[config.mk]
export PLATFORM = sky130hd
export DESIGN_NAME = pipe_hazard_ctrl_flat
export DESIGN_NICKNAME = d
export VERILOG_FILES = /design/src/rtl/pipe_hazard_ctrl_if.sv /design/src/rtl/pipe_hazard_ctrl.sv /design/src/flat_wrapper.sv
export SDC_FILE = /design/constraint.sdc
export NUM_CORES = 1
export LEC_CHECK = 0
export ABC_AREA = 0
export CAP_MARGIN = 20
export CORE_ASPECT_RATIO = 0.75
export CORE_MARGIN = 3
export CORE_UTILIZATION = 30
export CTS_CLUSTER_SIZE = 40
export DETAILED_ROUTE_END_ITERATION = 16
export PLACE_DENSITY = 0.9
export SLEW_MARGIN = 20
export SYNTH_ARGS = -nofsm -noshare
export SYNTH_HDL_FRONTEND = slang
export SYNTH_SLANG_ARGS = --single-unit
[constraint.sdc]
create_clock -name clk -period 1.95 [get_ports clk]
set_input_delay 0.195 -clock clk [delete_from_list [all_inputs] [get_ports clk]]
set_output_delay 0.195 -clock clk [all_outputs]
set_load 0.005 [all_outputs]
[src/rtl/pipe_hazard_ctrl_if.sv]
// pipe_hazard_ctrl_if -- signal bundle between the hazard controller and the
// surrounding pipeline (decode fields, EX results, data-memory handshake, and
// the PC / pipeline-register control it produces).
//
// Modports:
//   slave  : the hazard controller (consumes pipeline state, drives control)
//   master : the pipeline side (drives pipeline state, consumes control)
//
// Signals:
//   id_opcode_i/id_rs1_i/id_rs2_i   fields of the instruction in ID
//   ex_opcode_i/ex_rd_i             ID/EX register outputs
//   ex_jump_i/ex_jump_addr_i        taken branch / jump resolved in EX, target
//   mem_req_i/mem_ready_i           data-memory access pending / completes
//   pc_hold_o, pc_jump_o, pc_jump_addr_o
//   ifid_en_o, idex_en_o, ifid_flush_o, idex_flush_o
//   err_o                           memory-timeout pulse
//   stall_cnt_o/flush_cnt_o         performance counters
interface pipe_hazard_ctrl_if;
  logic [6:0]  id_opcode_i;
  logic [4:0]  id_rs1_i;
  logic [4:0]  id_rs2_i;
  logic [6:0]  ex_opcode_i;
  logic [4:0]  ex_rd_i;
  logic        ex_jump_i;
  logic [31:0] ex_jump_addr_i;
  logic        mem_req_i;
  logic        mem_ready_i;
  logic        pc_hold_o;
  logic        pc_jump_o;
  logic [31:0] pc_jump_addr_o;
  logic        ifid_en_o;
  logic        idex_en_o;
  logic        ifid_flush_o;
  logic        idex_flush_o;
  logic        err_o;
  logic [31:0] stall_cnt_o;
  logic [31:0] flush_cnt_o;

  modport slave (
    input  id_opcode_i, id_rs1_i, id_rs2_i, ex_opcode_i, ex_rd_i,
           ex_jump_i, ex_jump_addr_i, mem_req_i, mem_ready_i,
    output pc_hold_o, pc_jump_o, pc_jump_addr_o, ifid_en_o, idex_en_o,
           ifid_flush_o, idex_flush_o, err_o, stall_cnt_o, flush_cnt_o
  );

  modport master (
    output id_opcode_i, id_rs1_i, id_rs2_i, ex_opcode_i, ex_rd_i,
           ex_jump_i, ex_jump_addr_i, mem_req_i, mem_ready_i,
    input  pc_hold_o, pc_jump_o, pc_jump_addr_o, ifid_en_o, idex_en_o,
           ifid_flush_o, idex_flush_o, err_o, stall_cnt_o, flush_cnt_o
  );
endinterface

[src/rtl/pipe_hazard_ctrl.sv]
// pipe_hazard_ctrl -- hazard / sequencing controller for the five-stage core.
// Produces PC hold / redirect and the capture-enable and flush controls of the
// IF/ID and ID/EX registers for three conditions, highest priority first:
// jump/taken branch in EX, data-memory wait, load-use hazard.
//
// Ports:
//   clk   core clock, rising edge
//   rest  asynchronous active-low reset; while low every output reads 0
//   bus   pipe_hazard_ctrl_if.slave (pipeline fields in, control out)
//
// Parameters:
//   FLUSH_CYCLES  extra bubble cycles after a redirect (0-15)
//   MEM_TIMEOUT   MEM_WAIT cycles before the access is abandoned (1-255)
//
// Build option: define PIPE_CTRL_PERF_EN to build the saturating stall/flush
// performance counters; otherwise both counter ports read 0.
module pipe_hazard_ctrl #(
  parameter int unsigned FLUSH_CYCLES = 1,
  parameter int unsigned MEM_TIMEOUT  = 255
) (
  input  logic              clk,
  input  logic              rest,
  pipe_hazard_ctrl_if.slave bus
);
  typedef enum logic [1:0] {RUN, FLUSH, MEM_WAIT} state_t;

  localparam logic [3:0] FLUSH_INIT  = 4'(FLUSH_CYCLES);
  localparam logic [7:0] TIMEOUT_VAL = 8'(MEM_TIMEOUT);

  localparam logic [6:0] OP_LOAD  = 7'b0000011;
  localparam logic [6:0] OP_LUI   = 7'b0110111;
  localparam logic [6:0] OP_AUIPC = 7'b0010111;
  localparam logic [6:0] OP_JAL   = 7'b1101111;
  localparam logic [6:0] OP_R     = 7'b0110011;
  localparam logic [6:0] OP_S     = 7'b0100011;
  localparam logic [6:0] OP_B     = 7'b1100011;

  state_t      state_q, state_d;
  logic [3:0]  bcnt_q, bcnt_d;
  logic [7:0]  wcnt_q, wcnt_d;

  logic        rs1_used, rs2_used, load_use;
  logic        hold_raw, jump_raw, ifid_en_raw, idex_en_raw;
  logic        ifid_flush_raw, idex_flush_raw, err_raw;
  logic [31:0] addr_raw;
  logic        pc_hold, idex_flush;

  // Only instructions that actually read rs1/rs2 can hit a load-use hazard.
  always_comb begin
    rs1_used = !((bus.id_opcode_i == OP_LUI) || (bus.id_opcode_i == OP_AUIPC) ||
                 (bus.id_opcode_i == OP_JAL));
    rs2_used = (bus.id_opcode_i == OP_R) || (bus.id_opcode_i == OP_S) ||
               (bus.id_opcode_i == OP_B);
    load_use = (bus.ex_opcode_i == OP_LOAD) && (bus.ex_rd_i != 5'd0) &&
               (((bus.ex_rd_i == bus.id_rs1_i) && rs1_used) ||
                ((bus.ex_rd_i == bus.id_rs2_i) && rs2_used));
  end

  always_comb begin
    hold_raw       = 1'b0;
    jump_raw       = 1'b0;
    addr_raw       = 32'h0;
    ifid_en_raw    = 1'b1;
    idex_en_raw    = 1'b1;
    ifid_flush_raw = 1'b0;
    idex_flush_raw = 1'b0;
    err_raw        = 1'b0;
    state_d        = state_q;
    bcnt_d         = bcnt_q;
    wcnt_d         = wcnt_q;
    case (state_q)
      RUN: begin
        if (bus.ex_jump_i) begin
          // A jump also kills any access pending at the same time.
          jump_raw       = 1'b1;
          addr_raw       = bus.ex_jump_addr_i;
          ifid_flush_raw = 1'b1;
          idex_flush_raw = 1'b1;
          if (FLUSH_INIT != 4'd0) begin
            state_d = FLUSH;
            bcnt_d  = FLUSH_INIT;
          end
        end else if (bus.mem_req_i && !bus.mem_ready_i) begin
          hold_raw    = 1'b1;
          ifid_en_raw = 1'b0;
          idex_en_raw = 1'b0;
          state_d     = MEM_WAIT;
          wcnt_d      = 8'd1;
        end else if (load_use) begin
          // Freeze IF/ID and PC, push one bubble into ID/EX.
          hold_raw       = 1'b1;
          ifid_en_raw    = 1'b0;
          idex_flush_raw = 1'b1;
        end
      end
      FLUSH: begin
        ifid_flush_raw = 1'b1;
        idex_flush_raw = 1'b1;
        bcnt_d         = bcnt_q - 4'd1;
        if (bcnt_q <= 4'd1) begin
          state_d = RUN;
          bcnt_d  = 4'd0;
        end
      end
      MEM_WAIT: begin
        if (bus.mem_ready_i) begin
          state_d = RUN;
          wcnt_d  = 8'd0;
        end else begin
          hold_raw    = 1'b1;
          ifid_en_raw = 1'b0;
          idex_en_raw = 1'b0;
          if (wcnt_q >= TIMEOUT_VAL) begin
            err_raw = 1'b1;
            state_d = RUN;
            wcnt_d  = 8'd0;
          end else begin
            wcnt_d = wcnt_q + 8'd1;
          end
        end
      end
      default: state_d = RUN;
    endcase
  end

  always_ff @(posedge clk or negedge rest) begin
    if (!rest) begin
      state_q <= RUN;
      bcnt_q  <= 4'd0;
      wcnt_q  <= 8'd0;
    end else begin
      state_q <= state_d;
      bcnt_q  <= bcnt_d;
      wcnt_q  <= wcnt_d;
    end
  end

  // Outputs are combinational, but held at 0 for as long as reset is low.
  assign pc_hold    = rest & hold_raw;
  assign idex_flush = rest & idex_flush_raw;

  assign bus.pc_hold_o      = pc_hold;
  assign bus.pc_jump_o      = rest & jump_raw;
  assign bus.pc_jump_addr_o = {32{rest}} & addr_raw;
  assign bus.ifid_en_o      = rest & ifid_en_raw;
  assign bus.idex_en_o      = rest & idex_en_raw;
  assign bus.ifid_flush_o   = rest & ifid_flush_raw;
  assign bus.idex_flush_o   = idex_flush;
  assign bus.err_o          = rest & err_raw;

`ifdef PIPE_CTRL_PERF_EN
  logic [31:0] stall_cnt_q, stall_cnt_d, flush_cnt_q, flush_cnt_d;

  // Saturating counters: stop at all-ones rather than wrapping.
  always_comb begin
    stall_cnt_d = stall_cnt_q;
    flush_cnt_d = flush_cnt_q;
    if (pc_hold && (stall_cnt_q != 32'hFFFF_FFFF)) stall_cnt_d = stall_cnt_q + 32'd1;
    if (idex_flush && (flush_cnt_q != 32'hFFFF_FFFF)) flush_cnt_d = flush_cnt_q + 32'd1;
  end

  always_ff @(posedge clk or negedge rest) begin
    if (!rest) begin
      stall_cnt_q <= 32'd0;
      flush_cnt_q <= 32'd0;
    end else begin
      stall_cnt_q <= stall_cnt_d;
      flush_cnt_q <= flush_cnt_d;
    end
  end

  assign bus.stall_cnt_o = {32{rest}} & stall_cnt_q;
  assign bus.flush_cnt_o = {32{rest}} & flush_cnt_q;
`else
  assign bus.stall_cnt_o = 32'h0;
  assign bus.flush_cnt_o = 32'h0;
`endif
endmodule

[src/flat_wrapper.sv]
// flat-port wrapper written by rule: the top's interface ports become plain ports
module pipe_hazard_ctrl_flat 
#(
  parameter int unsigned FLUSH_CYCLES = 1,
  parameter int unsigned MEM_TIMEOUT  = 255
)
  (clk, rest, bus_id_opcode_i, bus_id_rs1_i, bus_id_rs2_i, bus_ex_opcode_i, bus_ex_rd_i, bus_ex_jump_i, bus_ex_jump_addr_i, bus_mem_req_i, bus_mem_ready_i, bus_pc_hold_o, bus_pc_jump_o, bus_pc_jump_addr_o, bus_ifid_en_o, bus_idex_en_o, bus_ifid_flush_o, bus_idex_flush_o, bus_err_o, bus_stall_cnt_o, bus_flush_cnt_o);
  pipe_hazard_ctrl_if bus_i ();
  input  logic clk;
  input  logic rest;
  input wire logic [$bits(bus_i.id_opcode_i)-1:0] bus_id_opcode_i;
  input wire logic [$bits(bus_i.id_rs1_i)-1:0] bus_id_rs1_i;
  input wire logic [$bits(bus_i.id_rs2_i)-1:0] bus_id_rs2_i;
  input wire logic [$bits(bus_i.ex_opcode_i)-1:0] bus_ex_opcode_i;
  input wire logic [$bits(bus_i.ex_rd_i)-1:0] bus_ex_rd_i;
  input wire logic [$bits(bus_i.ex_jump_i)-1:0] bus_ex_jump_i;
  input wire logic [$bits(bus_i.ex_jump_addr_i)-1:0] bus_ex_jump_addr_i;
  input wire logic [$bits(bus_i.mem_req_i)-1:0] bus_mem_req_i;
  input wire logic [$bits(bus_i.mem_ready_i)-1:0] bus_mem_ready_i;
  output wire logic [$bits(bus_i.pc_hold_o)-1:0] bus_pc_hold_o;
  output wire logic [$bits(bus_i.pc_jump_o)-1:0] bus_pc_jump_o;
  output wire logic [$bits(bus_i.pc_jump_addr_o)-1:0] bus_pc_jump_addr_o;
  output wire logic [$bits(bus_i.ifid_en_o)-1:0] bus_ifid_en_o;
  output wire logic [$bits(bus_i.idex_en_o)-1:0] bus_idex_en_o;
  output wire logic [$bits(bus_i.ifid_flush_o)-1:0] bus_ifid_flush_o;
  output wire logic [$bits(bus_i.idex_flush_o)-1:0] bus_idex_flush_o;
  output wire logic [$bits(bus_i.err_o)-1:0] bus_err_o;
  output wire logic [$bits(bus_i.stall_cnt_o)-1:0] bus_stall_cnt_o;
  output wire logic [$bits(bus_i.flush_cnt_o)-1:0] bus_flush_cnt_o;
  assign bus_i.id_opcode_i = bus_id_opcode_i;
  assign bus_i.id_rs1_i = bus_id_rs1_i;
  assign bus_i.id_rs2_i = bus_id_rs2_i;
  assign bus_i.ex_opcode_i = bus_ex_opcode_i;
  assign bus_i.ex_rd_i = bus_ex_rd_i;
  assign bus_i.ex_jump_i = bus_ex_jump_i;
  assign bus_i.ex_jump_addr_i = bus_ex_jump_addr_i;
  assign bus_i.mem_req_i = bus_mem_req_i;
  assign bus_i.mem_ready_i = bus_mem_ready_i;
  assign bus_pc_hold_o = bus_i.pc_hold_o;
  assign bus_pc_jump_o = bus_i.pc_jump_o;
  assign bus_pc_jump_addr_o = bus_i.pc_jump_addr_o;
  assign bus_ifid_en_o = bus_i.ifid_en_o;
  assign bus_idex_en_o = bus_i.idex_en_o;
  assign bus_ifid_flush_o = bus_i.ifid_flush_o;
  assign bus_idex_flush_o = bus_i.idex_flush_o;
  assign bus_err_o = bus_i.err_o;
  assign bus_stall_cnt_o = bus_i.stall_cnt_o;
  assign bus_flush_cnt_o = bus_i.flush_cnt_o;
  pipe_hazard_ctrl #(.FLUSH_CYCLES(FLUSH_CYCLES), .MEM_TIMEOUT(MEM_TIMEOUT)) u_core (.clk(clk), .rest(rest), .bus(bus_i));
endmodule
==> results.sh <==
export IMPL_status="finished, final reports clean"
export IMPL_fmax_mhz=514
export IMPL_critPathRequiredTime_ns=1.75
export IMPL_cts_buffers=3
export IMPL_ant_nets=0
export IMPL_cp_max_fo=5
export IMPL_coreArea_um2=5470
export IMPL_synth_area_top_cells="buf_4 (28%), dfrtp_1 (20%), and2_1 (12%)"
export IMPL_die_w_um=93.9
export IMPL_finalMaxSlewViolations=0
export IMPL_htreeDepth=1
export IMPL_root_buffer="clkbuf_8"
export IMPL_drv_cap=0
export IMPL_die_h_um=71.9
export IMPL_cp_start_kind="register"
export IMPL_ys_warn_count=0
export IMPL_cts_tree="yes"
export IMPL_syn_to_final_growth_pct=74.4
export IMPL_hp_class="in -> async"
export IMPL_postCtsHoldBufs=0
export IMPL_initial_core_util_pct=31.8
export IMPL_synth_edff_count=0
export IMPL_grt_pass1_wl_um=8740
export IMPL_synthTopCellsByCount="buf_4 (64), and2_1 (33), nor2_1 (18), dfrtp_1 (14)"
export IMPL_async_reset_ff_share_pct=100
export IMPL_critPathCaptureType="output port"
export IMPL_finalClockSkew_ns=0.00704
export IMPL_gp_congestion=0.802
export IMPL_drtIter0Drc=120
export IMPL_antenna_cells=0
export IMPL_arrival_ns=1.75
export IMPL_synth_top_cell_area_share_pct=27.6
export IMPL_grt_use_total_pct=16.2
export IMPL_ys_seq_area_share_pct=20.2
export IMPL_leakagePower_nw=1.60
export IMPL_grt_overflow=0
export IMPL_pin_count=169
export IMPL_fin_cells=439
export IMPL_dp_hpwl_um=4780
export IMPL_nets=434
export IMPL_design_power_total_mw=1.72
export IMPL_postSynthAreaPerCell_um2=7.59
export IMPL_synth_distinct_cells=43
export IMPL_place_ws_ns=-0.588
export IMPL_grt_pass1_vias=1930
export IMPL_ys_seq_elements=14
export IMPL_critical_path_class="reg -> out"
export IMPL_worst_pin_slew_ns=0.625
export IMPL_final_util_pct=55.4
export IMPL_period_share_pct=99.8
export IMPL_clk_latency_ns=0.25
export IMPL_finalHoldViolCount=0
export IMPL_rsz0062_at_grt="true"
export IMPL_syn_cell_area_um2=1740
export IMPL_min_period_ns=1.95
export IMPL_dp_cells=425
export IMPL_drive_gt1_share_pct=17.3
export IMPL_routed_via_density=4.35
export IMPL_vdd_drop_max_mv=0.219
export IMPL_synth_ff_type="dfrtp_1"
export IMPL_cts_sinks=14
export IMPL_postSynthCellCount=229
export IMPL_fillCellCount=489
export IMPL_wire_per_inst_um=13.9
export IMPL_wirelength_um=6100
export IMPL_io_buffer_count=104
export IMPL_setup_viol_count_final=0
export IMPL_synth_top_cell_by_area="buf_4"
export IMPL_yosysMostFrequentCell="buf_4"
export IMPL_dpl_cell_area_um2=2790
export IMPL_design_area_um2=3030
export IMPL_drcViolationCount=0
export IMPL_cellPowerDensity_nw_per_um2=569
export IMPL_cts_clk_slew_worst_paths_ns=0.07
export IMPL_vias=1909
export IMPL_cts_max_path_buffers=2
export IMPL_num_rows=23
export IMPL_die_area_um2=6750
export IMPL_finalWorstSetupSlack_ns=0.00352
export IMPL_antenna_found_initial=0
export IMPL_drt_pass1_iterations=4
export IMPL_grt_start_max_net_pins=34
export IMPL_relSlewSlack_pct=58.0
-- final timing paths --
path / cells past startpoint / from / slack [ns] / endpoint
max: 5 / u_core.state_q[0] / 0.004 / bus_err_o
min: 2 / rest / 0.33 / u_core.bcnt_q[3]
max reg2reg: 7 / u_core.state_q[0] / 0.17 / u_core.wcnt_q[5]
min reg2reg: 1 / u_core.wcnt_q[6] / 0.49 / u_core.wcnt_q[6]
max in group asynchronous: 3 / rest / 1.29 / u_core.wcnt_q[5]
min in group clk: 1 / u_core.wcnt_q[6] / 0.49 / u_core.wcnt_q[6]
-- layer usage --
layer | track usage, % | vias to the layer above | share of wire, %
li1 | - | 900 | -
met1 | 17.7 | 882 | 35
met3 | 2.07 | 13 | 6.8
met5 | 0 | - | 0
met2 | 32.0 | 114 | 56
met4 | 5.45 | 0 | 2.0
-- metrics by stage --
stage / setup TNS [ns] / hold slack [ns]
finish: 0 / 0.334
floorplan: 0 / -0.101
global placement: -4.11 / 0.473
CTS: -0.00935 / 0.319
global route: -0.549 / 0.339
detailed placement: -3.85 / 0.483
-- power breakdown --
group,switching (mW),internal [mW],total [mW],leakage [nW]
Clock,0.115,0.179,0.294,0.0288
Sequential,0.0576,0.349,0.406,0.186
Combinational,0.457,0.566,1.02,1.39
Total,0.630,1.09,1.72,1.60
-- worst max-delay path, stage by stage, from the launching register on --
cell and delay, ns:
dfrtp_1 0.41, buf_4 0.17, or3b_4 0.40, nor2_2 0.11, and3_1 0.18, dlygate4sd2_1 0.23
-- final cells by class --
type | count | area [µm²] | share of cell area (%)
repair buffers | 139 | 1330 | 43.9
inverters | 6 | 22.5 | 0.743
well taps | 75 | 93.8 | 3.10
flip-flops and latches | 14 | 350 | 11.6
clock buffers | 4 | 55.1 | 1.82
multi-input cells | 201 | 1180 | 38.9
-- placed cells by master, fill, tap and decap left out, types with 5 or more instances in the layout --
cell | synthesis | routed
nand2_1 | 11 | 10
conb_1 | 1 | 64
and2_1 | 33 | 33
dlymetal6s2s_1 | 0 | 10
dfrtp_1 | 14 | 14
buf_4 | 64 | 31
nor2_1 | 18 | 15
inv_1 | 6 | 6
xor2_1 | 5 | 5
clkdlybuf4s50_1 | 0 | 53
clkdlybuf4s15_1 | 0 | 7
a21oi_1 | 7 | 7
o21ai_0 | 11 | 11
dlygate4sd2_1 | 0 | 30
-- timing repair --
item                       4_1_cts  5_1_grt
buffers inserted                 7        1
setup endpoints to repair       38        7
gates cloned                     0        2
gates resized for setup         61       27
pin swaps                       10       10
-- state kept, by name, indices dropped and copies added, names as in the netlist --
name and count:
u_core.state_q 2, u_core.wcnt_q 8, u_core.bcnt_q 4
-- kinds of logic after synthesis --
logic type,count (synthesis),share of synthesized area [%]
AND/OR/NAND/NOR,89,28.0
buffers and inverters,77,31.0
AO/OA/AOI/OAI,35,13.4
flip-flops,14,20.2
XOR/XNOR,10,5.04
adder cells (fa/ha/maj),3,2.16
other,1,0.216
Power figures use the tool's default switching activity.
